File: src/rtl/gem_rx_pkg.sv
// gem_rx_pkg: shared types for the GEM RX write-side frame tracker.
// Record layout, tracker states and the length clamp helper.
package gem_rx_pkg;

  localparam int GEM_MAX_FRAME_LEN = 8191;

  typedef logic [44:0] rx_w_status_t;

  typedef struct packed {
    rx_w_status_t status;
    logic [12:0]  frame_length;
    logic         drop;
  } rx_rec_t;

  typedef enum logic [1:0] {
    IDLE,
    IN_FRAME,
    DISCARD
  } rx_trk_state_t;

  // GEM length wins when nonzero, else fall back to the beat count.
  function automatic logic [12:0] frame_len(
    input logic [13:0] st_len,
    input logic [11:0] words,
    input int          data_bytes
  );
    logic [15:0] raw;
    if (st_len != 14'd0) raw = {2'b00, st_len};
    else                 raw = 16'(int'(words) * data_bytes);
    if (raw > 16'(GEM_MAX_FRAME_LEN)) return 13'h1FFF;
    return raw[12:0];
  endfunction

endpackage

File: src/rtl/gem_rx_w_rec_fifo.sv
// gem_rx_w_rec_fifo: first-word-fall-through record FIFO.
// A push into a full FIFO is taken when a pop happens in the same cycle.
module gem_rx_w_rec_fifo
  import gem_rx_pkg::*;
#(
  parameter int DEPTH = 8
) (
  input  logic                     clock,
  input  logic                     reset,
  input  logic                     push,
  input  rx_rec_t                  wr_rec,
  input  logic                     pop,
  output rx_rec_t                  rd_rec,
  output logic                     full,
  output logic                     empty,
  output logic [$clog2(DEPTH):0]   level
);
  localparam int AW = $clog2(DEPTH);

  rx_rec_t       mem_q [DEPTH];
  logic [AW-1:0] wr_ptr_q, wr_ptr_d;
  logic [AW-1:0] rd_ptr_q, rd_ptr_d;
  logic [AW:0]   level_q, level_d;
  logic          wr_en, rd_en;

  assign full   = (level_q == (AW+1)'(DEPTH));
  assign empty  = (level_q == '0);
  assign level  = level_q;
  assign rd_rec = mem_q[rd_ptr_q];

  // pointer and level bookkeeping
  always_comb begin
    wr_en    = push & (~full | pop);
    rd_en    = pop & ~empty;
    wr_ptr_d = wr_ptr_q;
    rd_ptr_d = rd_ptr_q;
    level_d  = level_q;
    if (wr_en) wr_ptr_d = wr_ptr_q + AW'(1);
    if (rd_en) rd_ptr_d = rd_ptr_q + AW'(1);
    if (wr_en && !rd_en) level_d = level_q + (AW+1)'(1);
    if (!wr_en && rd_en) level_d = level_q - (AW+1)'(1);
  end

  // storage array, contents only meaningful when not empty
  always_ff @(posedge clock) begin
    if (wr_en) mem_q[wr_ptr_q] <= wr_rec;
  end

  // pointer and level registers
  always_ff @(posedge clock) begin
    if (reset) begin
      wr_ptr_q <= '0;
      rd_ptr_q <= '0;
      level_q  <= '0;
    end else begin
      wr_ptr_q <= wr_ptr_d;
      rd_ptr_q <= rd_ptr_d;
      level_q  <= level_d;
    end
  end

endmodule

File: src/rtl/gem_rx_w_frame_tracker.sv
// gem_rx_w_frame_tracker: tracks GEM RX frames and queues one
// {status, length, drop} record per completed or truncated frame.
module gem_rx_w_frame_tracker
  import gem_rx_pkg::*;
#(
  parameter int DEPTH      = 8,
  parameter int DATA_BYTES = 4
) (
  input  logic        clock,
  input  logic        reset,
  input  logic        rx_w_wr,
  input  logic        rx_w_sop,
  input  logic        rx_w_eop,
  input  logic        rx_w_err,
  input  logic        rx_w_flush,
  input  logic [44:0] rx_w_status,
  output logic        rx_w_overflow,
  output logic        st_valid,
  input  logic        st_ready,
  output logic [44:0] st_status,
  output logic [12:0] st_frame_length,
  output logic        st_drop,
  output logic [15:0] drop_count,
  output logic [15:0] proto_err_count
);
  localparam int LW = $clog2(DEPTH);

  rx_trk_state_t state_q, state_d;
  logic [11:0]   words_q, words_d, words_inc;
  logic [15:0]   drop_cnt_q, drop_cnt_d;
  logic [15:0]   perr_cnt_q, perr_cnt_d;
  logic          ovf_q, ovf_d;
  logic          push, pop, full, empty;
  logic          drop_inc, perr_inc, bad;
  logic [LW:0]   level;
  rx_rec_t       push_rec, head_rec;

  assign bad       = rx_w_status[14];
  assign pop       = ~empty & st_ready;
  assign words_inc = (words_q == 12'hFFF) ? words_q : words_q + 12'd1;

  // frame FSM: record generation and event flags
  always_comb begin
    state_d  = state_q;
    words_d  = words_q;
    push     = 1'b0;
    push_rec = '0;
    drop_inc = 1'b0;
    perr_inc = 1'b0;
    if (rx_w_flush) begin
      state_d = IDLE;
    end else if (rx_w_wr) begin
      unique case (state_q)
        IDLE: begin
          if (rx_w_sop && rx_w_eop) begin
            push                  = 1'b1;
            push_rec.status       = rx_w_status;
            push_rec.frame_length =
              frame_len(rx_w_status[13:0], 12'd1, DATA_BYTES);
            push_rec.drop         = rx_w_err | bad;
          end else if (rx_w_sop) begin
            state_d = full ? DISCARD : IN_FRAME;
            words_d = 12'd1;
          end else if (rx_w_eop) begin
            perr_inc = 1'b1;
          end
        end
        IN_FRAME: begin
          if (rx_w_eop) begin
            push                  = 1'b1;
            push_rec.status       = rx_w_status;
            push_rec.frame_length =
              frame_len(rx_w_status[13:0], words_inc, DATA_BYTES);
            push_rec.drop         = rx_w_err | bad;
            state_d               = IDLE;
          end else if (rx_w_sop) begin
            push                  = 1'b1;
            push_rec.status       = rx_w_status;
            push_rec.frame_length =
              frame_len(14'd0, words_q, DATA_BYTES);
            push_rec.drop         = 1'b1;
            perr_inc              = 1'b1;
            words_d               = 12'd1;
          end else begin
            words_d = words_inc;
          end
        end
        DISCARD: begin
          if (rx_w_eop) begin
            state_d  = IDLE;
            drop_inc = 1'b1;
          end
        end
        default: state_d = IDLE;
      endcase
      if (push && full && !pop) drop_inc = 1'b1;
    end
  end

  // saturating counters and registered overflow flag
  always_comb begin
    drop_cnt_d = drop_cnt_q;
    perr_cnt_d = perr_cnt_q;
    if (drop_inc && drop_cnt_q != 16'hFFFF) drop_cnt_d = drop_cnt_q + 16'd1;
    if (perr_inc && perr_cnt_q != 16'hFFFF) perr_cnt_d = perr_cnt_q + 16'd1;
    ovf_d = (level == (LW+1)'(DEPTH));
  end

  // state registers
  always_ff @(posedge clock) begin
    if (reset) begin
      state_q    <= IDLE;
      words_q    <= '0;
      drop_cnt_q <= '0;
      perr_cnt_q <= '0;
      ovf_q      <= 1'b0;
    end else begin
      state_q    <= state_d;
      words_q    <= words_d;
      drop_cnt_q <= drop_cnt_d;
      perr_cnt_q <= perr_cnt_d;
      ovf_q      <= ovf_d;
    end
  end

  gem_rx_w_rec_fifo #(
    .DEPTH (DEPTH)
  ) u_fifo (
    .clock  (clock),
    .reset  (reset),
    .push   (push),
    .wr_rec (push_rec),
    .pop    (pop),
    .rd_rec (head_rec),
    .full   (full),
    .empty  (empty),
    .level  (level)
  );

  // head record, forced to zero while nothing is queued
  always_comb begin
    st_valid        = ~empty;
    st_status       = empty ? '0 : head_rec.status;
    st_frame_length = empty ? '0 : head_rec.frame_length;
    st_drop         = empty ? 1'b0 : head_rec.drop;
  end

  assign rx_w_overflow   = ovf_q;
  assign drop_count      = drop_cnt_q;
  assign proto_err_count = perr_cnt_q;

endmodule

File: config.mk
export PLATFORM = sky130hd
export DESIGN_NAME = gem_rx_w_frame_tracker
export DESIGN_NICKNAME = d
export VERILOG_FILES = /design/src/rtl/gem_rx_pkg.sv /design/src/rtl/gem_rx_w_rec_fifo.sv /design/src/rtl/gem_rx_w_frame_tracker.sv
export SDC_FILE = /design/constraint.sdc
export NUM_CORES = 1
export LEC_CHECK = 0
export ABC_AREA = 1
export CAP_MARGIN = 10
export CORE_MARGIN = 4
export CORE_UTILIZATION = 35
export CTS_CLUSTER_SIZE = 40
export DETAILED_ROUTE_END_ITERATION = 8
export PLACE_DENSITY = 0.59
export SYNTH_ARGS = -nofsm -noshare
export SYNTH_HDL_FRONTEND = slang
export SYNTH_SLANG_ARGS = --single-unit
File: constraint.sdc
create_clock -name clock -period 6.55 [get_ports clock]
set_clock_uncertainty 0.15 [all_clocks]
set_input_delay 1.31 -clock clock [delete_from_list [all_inputs] [get_ports clock]]
set_output_delay 1.31 -clock clock [all_outputs]
set_load 0.02 [all_outputs]
==> results.py <==
metrics = {
    "status": {
        "status": "finished clean",
    },
    "critical_path": {
        "crit_family": "buffers and inverters",
        "cp-start-kind": "flop",
        "crit_fanout": 68,
        "arrival_ns": 4.27,
        "crit_chain": "clkinv_2 -> buf_12 -> nor2_1 -> o21ai_0 -> a31oi_1 -> clkdlybuf4s50_1",
        "crit_buf_inv": 3,
        "cp_data_required_time_ns": 5.09,
        "endpoint_kind": "primary output",
        "cpPeakStageDelay_ns": 0.85,
        "crit_type": "flop to primary output",
        "worst_path_max_delay_cell": "clkinv_2",
    },
    "layout": {
        "fin_nets": 2204,
        "layout-drive-gt1-share_pct": 6.55,
        "fill_cells": 5881,
        "area_growth_pct": 18.3,
        "final_core_util_pct": 41.9,
        "fin_area_um2": 26500,
    },
    "cts": {
        "clkSinkCount": 532,
        "holdBufCountCts": 0,
        "cts_made_buffers": 58,
        "cts.reportedPaths.clkPinSlew_ns": 0.06,
        "postCtsSetupRepairBufs": 0,
        "cts_resized": 0,
        "cts_tree": "built",
        "clk_latency_ns": 0.63,
        "htreeDepth": 2,
        "root_buffer": "clkbuf_16",
        "clock_path_buffers": 3,
    },
    "synth": {
        "synthArstFlopShare_pct": 0,
        "synthCells": 2030,
        "synth_cell_types": 44,
        "synth.avg_cell_area_um2": 11.0,
        "syn_nets": 2095,
        "synth-seq-area-share_pct": 68.7,
        "ys.flop_type": "edfxtp_1",
        "ys.warnings.count": 0,
        "synth_top_area_share_pct": 63.3,
        "synth-edff-count": 472,
        "synth_seq_cells": 532,
        "yosysTopAreaCell": "edfxtp_1",
        "netlist_top_cells_area": "edfxtp_1, nor2_1, o21ai_0, dfxtp_1, nand2_1",
        "synth.cell_area_um2": 22400,
    },
    "placed_design": {
        "gp_congestion": 0.872,
        "place_area_um2": 24700,
        "port-buffer-count": 145,
        "dp_hpwl_mm": 31.8,
    },
    "route": {
        "routed_wl_mm": 57.6,
        "drtIter0Drc": 1235,
        "post_drt_wl_per_cell_um": 19.0,
        "firstDrtPassIters": 5,
        "num_vias": 15600,
        "drc": 0,
        "antenna_left": 0,
        "viasPerCell": 5.14,
    },
    "global_routing": {
        "grt_max_degree": 237,
        "antenna_found_initial": 10,
        "grt.met2_usage_pct": 26.2,
        "grt-ovfl-total": 0,
        "grt_pass1_vias": 15100,
        "grt-busiest-layer": "met2",
        "grt_pass1_wl_mm": 88.7,
        "use_met1_pct": 22.8,
        "track_usage_pct": 16.6,
        "globalRouteMet3Util_pct": 4.21,
    },
    "timing": {
        "finalSetupTns_ns": 0,
        "min_period_ns": 5.73,
        "hold_ws_ns": 0.330,
        "max_freq_mhz": 174,
        "slew_violations": 0,
        "rsz0062_at_grt": "no",
        "report.final.setup_viol": 0,
        "slew_headroom_pct": 19.1,
        "fin_crit_sh_pct": 87.6,
        "hold_viol": 0,
        "worst_slew_pin_slew_ns": 1.21,
    },
    "pwr": {
        "vdd_drop_max_mv": 0.369,
        "p_per_area_nw_per_um2": 372,
        "leakagePower_nw": 8.82,
        "power_mw": 9.86,
    },
    "worst_hold_path": {
        "hp-class": "flop to flop",
    },
    "floorplanning": {
        "row_count": 92,
        "ios": 146,
        "dieArea_um2": 68000,
        "start_util_pct": 35.4,
        "design.core.area_um2": 63200,
        "die_width_um": 261,
        "die_h_um": 261,
    },
    "run": {
        "cap_violations": 0,
    },
}
synthesized netlist by cell type, drive strengths merged (2+ instances only):
library cell / n
o211ai: 2
a21boi: 2
nor3: 19
xnor2: 8
nor2: 460
nand3: 35
dfxtp: 60
a21oi: 63
o21ai: 342
nand2: 160
nor3b: 3
buf: 29
and2: 2
xor2: 20
nand4: 9
nor4: 3
clkbuf: 86
inv: 112
edfxtp: 472
a31oi: 67
ha: 11
o22ai: 59
area by class of cell:
class / instances / area (um^2) / share of cell area (%)
Tap cell: 846 / 1060 / 4.00
Antenna cell: 3 / 7.51 / 0.0284
Inverter: 112 / 430 / 1.63
Timing Repair Buffer: 164 / 1620 / 6.11
Multi-Input combinational cell: 1271 / 6160 / 23.3
Clock buffer: 74 / 1520 / 5.75
Clock inverter: 29 / 299 / 1.13
Sequential cell: 532 / 15400 / 58.1
per-stage QoR:
stage	setup WS, ns	std cells
3_3_place_gp	1.49	2925
5_1_grt	0.510	3029
2_1_floorplan	1.45	2030
6_report	0.815	3031
4_1_cts	0.815	3028
3_5_place_dp	1.50	2925
final timing paths:
path,startpoint,to,slack (ns),cells past startpoint
min reg2reg,u_fifo.rd_ptr_q[2],flop,0.33,2
max,flop,st_status[0],0.82,6
max reg2reg,state_q[0],u_fifo.mem_q[4][49],3.16,9
min,u_fifo.rd_ptr_q[2],flop,0.33,2
report_power, final:
group	internal, mW	switching (mW)	total, mW
combinational	1.06	1.93	2.98
clock	1.77	1.33	3.10
sequential	3.70	0.0790	3.78
tightest hold or removal path: stages, from the launching register on:
cell and delay (ns):
dfxtp_1 0.31, inv_1 0.05, a21oi_1 0.07
state kept, by name, indices dropped and copies added, names as in the netlist, named ones only:
register         cells
state_q              2
words_q             12
u_fifo.rd_ptr_q      3
u_fifo.wr_ptr_q      3
proto_err_count     16
u_fifo.mem_q       472
rx_w_overflow        1
drop_count          16
u_fifo.level         4
routing by layer:
| layer | routed length [um] | up-vias |
|---|---|---|
| met5 | 103 | - |
| met4 | 1290 | 14 |
| met3 | 4300 | 95 |
| met2 | 26400 | 493 |
| met1 | 25600 | 7574 |
| li1 | - | 7408 |
kinds of logic (layout without fill, tap and decap cells):
logic type	count (synthesis)	in the layout	share of synthesized area, %
buf+inv	227	379	4.03
compound gates	538	538	13.0
flops	532	532	68.7
xor+xnor	28	28	1.10
simple gates	693	693	12.5
other cells	0	3	0
fa+ha+maj	12	12	0.705
cell usage in the layout (no fill, tap or decap), drive strengths merged, types with 25 or more instances in the layout:
cell           instances
inv                  112
dfxtp                 60
o22ai                 59
a31oi                 67
o21ai                342
clkdlybuf4s50        145
a21oi                 63
edfxtp               472
nand2                160
nand3                 35
clkinv                25
clkbuf                74
nor2                 460
Power figures use the tool's default switching activity.
